### config.mk
export PLATFORM = sky130hd
export DESIGN_NAME = cellrv32_irq_sched
export DESIGN_NICKNAME = d
export VERILOG_FILES = /design/src/rtl/cellrv32_irq_sched.sv
export SDC_FILE = /design/constraint.sdc
export NUM_CORES = 1
export LEC_CHECK = 0
export BUFFER_PORTS_ARGS = -buffer_cell sky130_fd_sc_hd__buf_4
export CORE_ASPECT_RATIO = 1.1
export CORE_MARGIN = 3
export CORE_UTILIZATION = 25
export DETAILED_ROUTE_END_ITERATION = 8
export SYNTH_ARGS = -nofsm -noshare
export SYNTH_HDL_FRONTEND = slang
export SYNTH_SLANG_ARGS = --single-unit
### constraint.sdc
create_clock -name clk_i -period 43.6 [get_ports clk_i]
set_input_delay 4.36 -clock clk_i [delete_from_list [all_inputs] [get_ports clk_i]]
set_output_delay 4.36 -clock clk_i [all_outputs]
set_load 0.005 [all_outputs]
### src/rtl/cellrv32_irq_sched.sv
// Programmable-priority interrupt scheduler: latches per-channel requests, arbitrates by
// priority with round-robin among equals, and drives one CPU line through claim/complete.
module cellrv32_irq_sched #(
    parameter int unsigned NUM_CH    = 16,
    parameter logic [31:0] BASE_ADDR = 32'hFFFFFF00
) (
    input  logic              clk_i,
    input  logic              rstn_i,
    input  logic [31:0]       addr_i,
    input  logic              rden_i,
    input  logic              wren_i,
    input  logic [31:0]       data_i,
    output logic [31:0]       data_o,
    output logic              ack_o,
    input  logic [NUM_CH-1:0] req_i,
    output logic              cpu_irq_o
);

    localparam int unsigned IdxW = (NUM_CH > 1) ? $clog2(NUM_CH) : 1;

    localparam logic [1:0] RegEnable = 2'd0;
    localparam logic [1:0] RegPrio   = 2'd1;
    localparam logic [1:0] RegThresh = 2'd2;
    localparam logic [1:0] RegClaim  = 2'd3;

    typedef enum logic [1:0] {
        StIdle,
        StNotify,
        StService
    } state_e;

    state_e              state_q, state_d;
    logic [3:0]          cur_id_q, cur_id_d;
    logic [3:0]          rr_ptr_q, rr_ptr_d;
    logic [NUM_CH-1:0]   enable_q, enable_d;
    logic [2*NUM_CH-1:0] prio_q, prio_d;
    logic [1:0]          thresh_q, thresh_d;
    logic [NUM_CH-1:0]   pending_q, pending_d;
    logic                irq_q;
    logic                ack_q;
    logic [31:0]         rdata_q, rdata_d;

    logic              acc_sel;
    logic              rd_req;
    logic              wr_req;
    logic [1:0]        reg_sel;
    logic              claim_rd;
    logic              claim_wr;
    logic              claim_grant;
    logic [NUM_CH-1:0] claim_clr;
    logic [NUM_CH-1:0] svc_mask;
    logic [NUM_CH-1:0] elig;
    logic [1:0]        ch_prio [NUM_CH];
    logic [1:0]        max_prio;
    logic              any_elig;
    logic              win_found;
    logic [3:0]        win_id;
    logic [IdxW-1:0]   scan;
    logic              cur_elig;
    logic              unused_addr;

    // Scan position relative to the round-robin pointer, wrapped into the channel range.
    function automatic logic [IdxW-1:0] wrap_idx(input int unsigned v);
        int unsigned w;
        w = (v >= NUM_CH) ? v - NUM_CH : v;
        return IdxW'(w);
    endfunction

    // Bus decode
    assign acc_sel     = (addr_i[31:4] == BASE_ADDR[31:4]);
    assign rd_req      = acc_sel & rden_i;
    assign wr_req      = acc_sel & wren_i;
    assign reg_sel     = addr_i[3:2];
    assign claim_rd    = rd_req & (reg_sel == RegClaim);
    assign claim_wr    = wr_req & (reg_sel == RegClaim);
    assign unused_addr = ^addr_i[1:0];

    for (genvar g = 0; g < NUM_CH; g++) begin : gen_ch
        assign ch_prio[g]  = prio_q[2*g +: 2];
        assign elig[g]     = pending_q[g] & enable_q[g] & (ch_prio[g] > thresh_q);
        assign svc_mask[g] = (state_q == StService) && (cur_id_q == 4'(g));
        assign claim_clr[g] = claim_grant && (cur_id_q == 4'(g));
    end

    // Highest eligible priority, then first match scanning upward from rr_ptr.
    always_comb begin
        max_prio  = 2'd0;
        any_elig  = |elig;
        win_found = 1'b0;
        win_id    = 4'd0;
        scan      = '0;
        cur_elig  = 1'b0;
        for (int i = 0; i < NUM_CH; i++) begin
            if (elig[i] && (ch_prio[i] > max_prio)) begin
                max_prio = ch_prio[i];
            end
            if (cur_id_q == 4'(i)) begin
                cur_elig = elig[i];
            end
        end
        for (int unsigned k = 0; k < NUM_CH; k++) begin
            scan = wrap_idx(32'(rr_ptr_q) + k);
            if (!win_found && elig[scan] && (ch_prio[scan] == max_prio)) begin
                win_found = 1'b1;
                win_id    = 4'(scan);
            end
        end
    end

    always_comb begin
        state_d     = state_q;
        cur_id_d    = cur_id_q;
        rr_ptr_d    = rr_ptr_q;
        claim_grant = 1'b0;
        unique case (state_q)
            StIdle: begin
                if (any_elig) begin
                    cur_id_d = win_id;
                    state_d  = StNotify;
                end
            end
            StNotify: begin
                // Losing eligibility abandons the notification; a read in that cycle gets 0.
                if (!cur_elig) begin
                    state_d = StIdle;
                end else if (claim_rd) begin
                    claim_grant = 1'b1;
                    state_d     = StService;
                    rr_ptr_d    = (cur_id_q == 4'(NUM_CH - 1)) ? 4'd0 : cur_id_q + 4'd1;
                end
            end
            StService: begin
                if (claim_wr && (data_i[3:0] == cur_id_q)) begin
                    state_d = StIdle;
                end
            end
            default: state_d = StIdle;
        endcase
    end

    // Claim clear wins over a same-cycle set; the in-service channel cannot re-pend.
    assign pending_d = (pending_q | (req_i & enable_q & ~svc_mask)) & ~claim_clr;

    always_comb begin
        enable_d = enable_q;
        prio_d   = prio_q;
        thresh_d = thresh_q;
        if (wr_req) begin
            unique case (reg_sel)
                RegEnable: enable_d = data_i[NUM_CH-1:0];
                RegPrio:   prio_d   = data_i[2*NUM_CH-1:0];
                RegThresh: thresh_d = data_i[1:0];
                default:   ;
            endcase
        end
    end

    always_comb begin
        rdata_d = 32'd0;
        if (rd_req) begin
            unique case (reg_sel)
                RegEnable: rdata_d[NUM_CH-1:0]   = enable_q;
                RegPrio:   rdata_d[2*NUM_CH-1:0] = prio_q;
                RegThresh: rdata_d[1:0]          = thresh_q;
                RegClaim: begin
                    if (claim_grant) begin
                        rdata_d = {1'b1, 27'd0, cur_id_q};
                    end
                end
                default: ;
            endcase
        end
    end

    always_ff @(posedge clk_i or negedge rstn_i) begin
        if (!rstn_i) begin
            state_q   <= StIdle;
            cur_id_q  <= 4'd0;
            rr_ptr_q  <= 4'd0;
            enable_q  <= '0;
            prio_q    <= '0;
            thresh_q  <= 2'd0;
            pending_q <= '0;
            irq_q     <= 1'b0;
            ack_q     <= 1'b0;
            rdata_q   <= 32'd0;
        end else begin
            state_q   <= state_d;
            cur_id_q  <= cur_id_d;
            rr_ptr_q  <= rr_ptr_d;
            enable_q  <= enable_d;
            prio_q    <= prio_d;
            thresh_q  <= thresh_d;
            pending_q <= pending_d;
            irq_q     <= (state_q == StNotify);
            ack_q     <= (rden_i | wren_i) & acc_sel;
            rdata_q   <= rdata_d;
        end
    end

    assign cpu_irq_o = irq_q;
    assign ack_o     = ack_q;
    assign data_o    = rdata_q;

endmodule

==> impl_metrics.py, run 1 <==
metrics = {
    "clock_network": {
        "cts_setup_buffers": 0,
        "clock_latency_ns": 0.37,
        "clk_pin_slew_ns": 0.07,
        "cts.sinks": 110,
        "cts_root_buffer": "clkbuf_16",
        "hold_buffers": 0,
        "cts_tree": "built",
        "cts_resized": 0,
        "cts_inserted_buffers": 9,
        "h-tree-depth": 3,
        "max-clock-path-buffers": 2,
    },
    "timing": {
        "setup_viol": 0,
        "drv_slew": 0,
        "finClkSkew_ns": 0.00844,
        "hold_viol_final": 0,
        "rsz0062_at_grt": "false",
        "slew_headroom_pct": 23.0,
        "finalSetupTns_ns": 0,
        "timing.final.crit_share_pct": 52.9,
        "tightestPinTransition_ns": 1.15,
        "fmax_mhz": 43.4,
        "post-route-min-period_ns": 23.04,
        "whs_ns": 0.501,
    },
    "setup_path": {
        "cp_slowest_stage_delay_ns": 0.66,
        "worstPathRequired_ns": 43.86,
        "worst-path-max-fanout": 16,
        "cpMostUsedCell": "ha_1",
        "cp-end-kind": "flip-flop",
        "critPathArrivalTime_ns": 23.30,
        "path_class": "flip-flop to flip-flop",
        "slowest_stage": "inv_1",
        "reg2reg_depth": 106,
        "cp-start-kind": "flip-flop",
    },
    "power_and_ir_drop": {
        "clockPowerShare_pct": 41.0,
        "ir_drop_mv": 0.0224,
        "p_int_mw": 0.146,
        "switchingPower_mw": 0.0440,
        "seqPwrFrac_pct": 53.7,
        "power_density_mw_per_mm2": 14.7,
        "power_frac_comb_pct": 5.3,
        "p_sw_share_pct": 23.1,
        "leakagePower_nw": 5.48,
    },
    "finish": {
        "syn2layout_area_growth_pct": 14.8,
        "nNetsFinal": 1417,
        "antenna_cells": 0,
        "fin_cells": 1851,
        "drive_above_1_share_pct": 26.0,
    },
    "worst_hold_path": {
        "min-delay-path-class": "flip-flop to flip-flop",
        "hold_depth": 1,
    },
    "floorplanning": {
        "die_y_microns": 229,
        "initial_core_util_pct": 25.6,
        "die_area_sq_mm": 0.0476,
        "die_x_microns": 208,
        "pin_count": 118,
        "core_area_sq_mm": 0.0439,
        "rows": 80,
    },
    "synth": {
        "syn_nets": 1340,
        "synth.top_cell.area_share_pct": 24.4,
        "synth_cells": 1195,
        "ys_ff_latch": 110,
        "yosysWarnings": 0,
        "synthArstFlopShare_pct": 100,
        "ys.flop_type": "dfrtp_1",
        "synth_area_sq_mm": 0.0113,
        "avgSynthCellArea_sq_um": 9.42,
        "synth_edf_count": 0,
        "ys_seq_area_share_pct": 24.4,
        "synth_common_cells": "111 x nand2_1, 110 x dfrtp_1, 78 x nor2_1, 63 x mux2_2, 61 x ha_1",
        "ys_types": 114,
        "yosysMostFrequentCell": "nand2_1",
        "ys_top_cells_by_area": "dfrtp_1 24%, mux4_2 9.4%, ha_1 6.8%",
        "synth_top_area_cell": "dfrtp_1",
    },
    "detailed_routing": {
        "drt_pass1_iterations": 5,
        "drc": 0,
        "antenna_left": 0,
        "wl_per_cell_microns": 20.6,
        "routed_wl_mm": 38.1,
        "vias": 10400,
        "drt_iter0_drc": 811,
        "avgViaCountPerCell": 5.59,
    },
    "global_routing": {
        "antenna_found_initial": 0,
        "overflow": 0,
        "grt_pass1_vias": 10100,
        "grt_start_max_net_pins": 69,
        "grt.total_usage_pct": 15.6,
        "grt_pass1_wl_mm": 59.1,
    },
    "flow_run": {
        "maxCapViolCount": 0,
    },
    "placed_design": {
        "place_inst": 1835,
        "hpwl_mm": 29.7,
        "gp_congestion": 0.965,
        "portBuffers": 115,
    },
    "status": {
        "status": "complete, no violations",
    },
}
==> logic make-up after synthesis <==
kind of cell	count (synthesis)	share of synthesized area, %
and+or+nand+nor	426	20.0
muxes	159	20.3
buffers and inverters	108	4.29
xor gates and xnor gates	30	2.40
DFF	110	24.4
AOI/OAI and AO/OA	300	21.7
adders and majority gates	62	6.88
==> per-stage QoR <==
| step | util [%] | power, mW | setup slack [ns] | instance area, sq um |
|---|---|---|---|---|
| finish | 29.4 | 0.190 | 20.56 | 12900 |
| detailed placement | 28.8 | 0.114 | 21.04 | 12700 |
| global route | 29.4 | 0.197 | 18.90 | 12900 |
| CTS | 29.4 | 0.193 | 20.88 | 12900 |
| global placement | 28.8 | 0.114 | 21.36 | 12700 |
| floorplan | - | 0.105 | 24.06 | 11300 |
==> critical path: cells and delay by family (launching register included) <==
kind / cells / cell delay, ns
adders and majority gates: 17 / 4.54
muxes: 2 / 0.83
and+or+nand+nor: 38 / 6.64
AOI/OAI and AO/OA: 45 / 9.70
buffers and inverters: 4 / 0.81
DFF: 1 / 0.39
==> cell usage in the layout, fill, tap and decap left out, types with 45 or more instances in the layout <==
cell type  instances
nor2_1            78
nand2_1          111
nor3_1            53
mux2_2            63
ha_1              61
mux2i_1           45
mux4_2            47
dfrtp_1          109
buf_4            132
==> final cells by class <==
class / instances / area (sq um)
clock buffers: 9 / 225
clock inverters: 7 / 51.3
fillers: 4510 / 31000
inverters: 42 / 158
multi-input cells: 977 / 8030
flip-flops and latches: 110 / 2750
well taps: 574 / 718
repair buffers: 132 / 991
==> flip-flops by register name (all words and copies together) (netlist names), 2 cells and up <==
register,flops
data_o,32
prio_q,32
pending_q,16
state_q,2
enable_q,16
cur_id_q,4
thresh_q,2
rr_ptr_q,4
==> final timing paths <==
path,start,end,slack (ns)
min in group asynchronous,rstn_i,prio_q[19],3.97
setup / recovery,thresh_q[1],cur_id_q[2],20.56
max in group asynchronous,rstn_i,rr_ptr_q[0],38.31
setup reg to reg,thresh_q[1],cur_id_q[2],20.56
hold reg to reg,state_q[1],cpu_irq_o,0.50
hold / removal,state_q[1],cpu_irq_o,0.50
==> power by group through the flow <==
stage	clock [mW]	sequential (mW)	combinational, mW
after floorplan	0	0.104	0.00140
after global placement	0	0.104	0.0101
after detailed placement	0	0.104	0.0103
after CTS	0.0804	0.102	0.0103
after global routing	0.0841	0.102	0.0112
final	0.0779	0.102	0.0100
==> metal layers <==
metal / GRT usage [%] / routed length (microns) / vias to the layer above
met4: 5.63 / 1260 / 0
met2: 27.3 / 19100 / 331
met1: 20.0 / 15900 / 5173
met3: 1.55 / 1820 / 63
met5: 0 / 0 / -
li1: - / - / 4786
No activity file was read; power rests on OpenSTA's default activity.
==> run 2: changes to the inputs <==
clock period = 18.7 ns   (was 43.6 ns; I/O delays follow)
==> run 2 against run 1 <==
The flow now finishes with violations (negative setup slack). Count of clock-buffer cells in the layout up 2. Power up 140%. Critical endpoint unchanged. Combinational power up 130%.
==> impl_metrics.py, run 2 (synthesis gave the netlist of run 1 again) <==
metrics = {
    "clock_network": {
        "cts_root_buffer": "clkbuf_16",
        "cts.sinks": 110,
        "h-tree-depth": 3,
        "max-clock-path-buffers": 2,
        "cts_tree": "built",
        "hold_buffers": 0,
        "clock_latency_ns": 0.38,
        "clk_pin_slew_ns": 0.07,
        "cts_inserted_buffers": 9,
    },
    "power_and_ir_drop": {
        "p_int_mw": 0.344,
        "switchingPower_mw": 0.103,
        "ir_drop_mv": 0.0506,
        "seqPwrFrac_pct": 53.2,
        "power_frac_comb_pct": 5.2,
        "leakagePower_nw": 6.74,
        "clockPowerShare_pct": 41.6,
        "power_density_mw_per_mm2": 28.9,
        "p_sw_share_pct": 23.0,
    },
    "finish": {
        "multi_input_area_sq_mm": 0.00889,
        "fin_cells": 2064,
        "syn2layout_area_growth_pct": 37.3,
        "seqCellArea_sq_mm": 0.00275,
        "final_cell_mix": "332 x buf_4, 109 x dfrtp_1, 108 x nand2_1, 63 x nor2_1, 58 x mux2_2",
        "layout_commonest_cell": "buf_4",
        "drive_above_1_share_pct": 43.8,
        "nNetsFinal": 1630,
        "n_fill_cell": 4396,
        "antenna_cells": 0,
    },
    "detailed_routing": {
        "avgViaCountPerCell": 5.52,
        "drc": 0,
        "drt_iter0_drc": 850,
        "wl_per_cell_microns": 20.6,
        "drt_pass1_iterations": 5,
        "antenna_left": 0,
        "vias": 11400,
        "routed_wl_mm": 42.5,
    },
    "placed_design": {
        "place_inst": 1989,
        "place_ws_ns": -1.20,
        "gp_congestion": 0.942,
        "portBuffers": 115,
        "hpwl_mm": 31.9,
    },
    "timing": {
        "tightestPinTransition_ns": 1.15,
        "timing.final.ws_setup_ns": -0.500,
        "hold_viol_final": 0,
        "slew_headroom_pct": 22.5,
        "finClkSkew_ns": 0.00801,
        "setup_viol": 4,
        "fmax_mhz": 52.1,
        "drv_slew": 0,
        "rsz0062_at_grt": "true",
        "post-route-min-period_ns": 19.20,
        "timing.final.crit_share_pct": 103,
    },
    "global_routing": {
        "grt.total_usage_pct": 17.3,
        "antenna_found_initial": 0,
        "use_met2_pct": 31.3,
        "grt_use_met1_pct": 20.9,
        "grt_start_max_net_pins": 61,
        "grt_busiest_layer": "met2",
        "overflow": 0,
        "grtUsageMet3_pct": 1.87,
        "grt_pass1_vias": 11500,
        "grt_pass1_wl_mm": 65.9,
    },
    "floorplanning": {
        "die_x_microns": 208,
        "die_y_microns": 229,
        "rows": 80,
        "pin_count": 118,
        "core_area_sq_mm": 0.0439,
        "initial_core_util_pct": 25.6,
        "die_area_sq_mm": 0.0476,
    },
    "status": {
        "violations": "negative setup slack",
        "status": "finished, violations left",
    },
    "worst_hold_path": {
        "hold_end": "cpu_irq_o",
        "min-delay-path-class": "flip-flop to flip-flop",
        "hp-start": "state_q[1]",
        "hold_depth": 1,
    },
    "setup_path": {
        "reg2reg_from": "thresh_q[1]",
        "cp-start-kind": "flip-flop",
        "r2r_end": "cur_id_q[2]",
        "worstPathRequired_ns": 18.96,
        "cp_slowest_stage_delay_ns": 0.45,
        "path_class": "flip-flop to flip-flop",
        "cp-end-kind": "flip-flop",
        "reg2reg_setup_slack_ns": -0.50,
        "slowest_stage": "or4_4",
        "critPathArrivalTime_ns": 19.46,
        "cpMostUsedCell": "ha_4",
        "reg2reg_depth": 109,
        "worst-path-max-fanout": 6,
    },
    "flow_run": {
        "maxCapViolCount": 0,
    },
}
[run 2: metrics by stage]
stage | setup TNS (ns) | util (%) | power, mW | cell area [sq um] | hold slack (ns)
after global routing | -4.79 | 35.2 | 0.462 | 15500 | 0.518
final | -1.75 | 35.2 | 0.447 | 15500 | 0.518
after detailed placement | -4.69 | 31.9 | 0.266 | 14000 | 0.499
after global placement | -3.34 | 31.9 | 0.266 | 14000 | 0.493
after floorplan | -1.28 | - | 0.246 | 11400 | 0.449
after CTS | -0.691 | 34.6 | 0.452 | 15200 | 0.507
[run 2: power by group through the flow]
| stage | Combinational [mW] | Clock [mW] | Sequential (mW) |
|---|---|---|---|
| CTS | 0.0237 | 0.191 | 0.238 |
| global route | 0.0255 | 0.199 | 0.238 |
| detailed placement | 0.0236 | 0 | 0.242 |
| floorplan | 0.00327 | 0 | 0.242 |
| finish | 0.0231 | 0.186 | 0.238 |
| global placement | 0.0233 | 0 | 0.242 |
[run 2: worst max-delay path by stage]
stage / slack [ns] / start / endpoint / depth (start not counted)
floorplan: -0.42 / thresh_q[1] / cur_id_q[2] / 106
global placement: -0.87 / thresh_q[1] / cur_id_q[1] / 106
detailed placement: -1.20 / thresh_q[1] / cur_id_q[3] / 109
CTS: -0.24 / thresh_q[1] / cur_id_q[2] / 106
global route: -1.25 / thresh_q[1] / cur_id_q[3] / 109
finish: -0.50 / thresh_q[1] / cur_id_q[2] / 109
[run 2: cell type report]
cell class	instances	share of cell area, %
sequential	110	17.8
clock buffer	11	1.57
clock inverter	5	0.219
timing repair buffer	345	17.2
tap	574	4.65
multi-input combinational	977	57.5
inverter	42	1.04
[run 2: routing by layer]
| layer | up-vias | part of all wire, % |
|---|---|---|
| met5 | - | 0 |
| met4 | 0 | 3.3 |
| met3 | 94 | 4.4 |
| met2 | 372 | 52 |
| met1 | 5721 | 41 |
| li1 | 5208 | - |
[run 2: what timing repair did]
| item | 4_1_cts | 5_1_grt |
|---|---|---|
| setup buffers | 48 | 13 |
| resized for setup | 111 | 29 |
| endpoints found under the setup margin | 4 | 4 |
| pin swaps | 97 | 30 |
[run 2: critical path: cells and delay by family, from the launching register on]
family / cells / cell delay [ns]
flip-flops: 1 / 0.40
adder cells (fa/ha/maj): 17 / 4.12
AO/OA/AOI/OAI: 44 / 7.66
AND/OR/NAND/NOR: 35 / 4.69
multiplexers: 3 / 0.94
buffers and inverters: 10 / 1.27
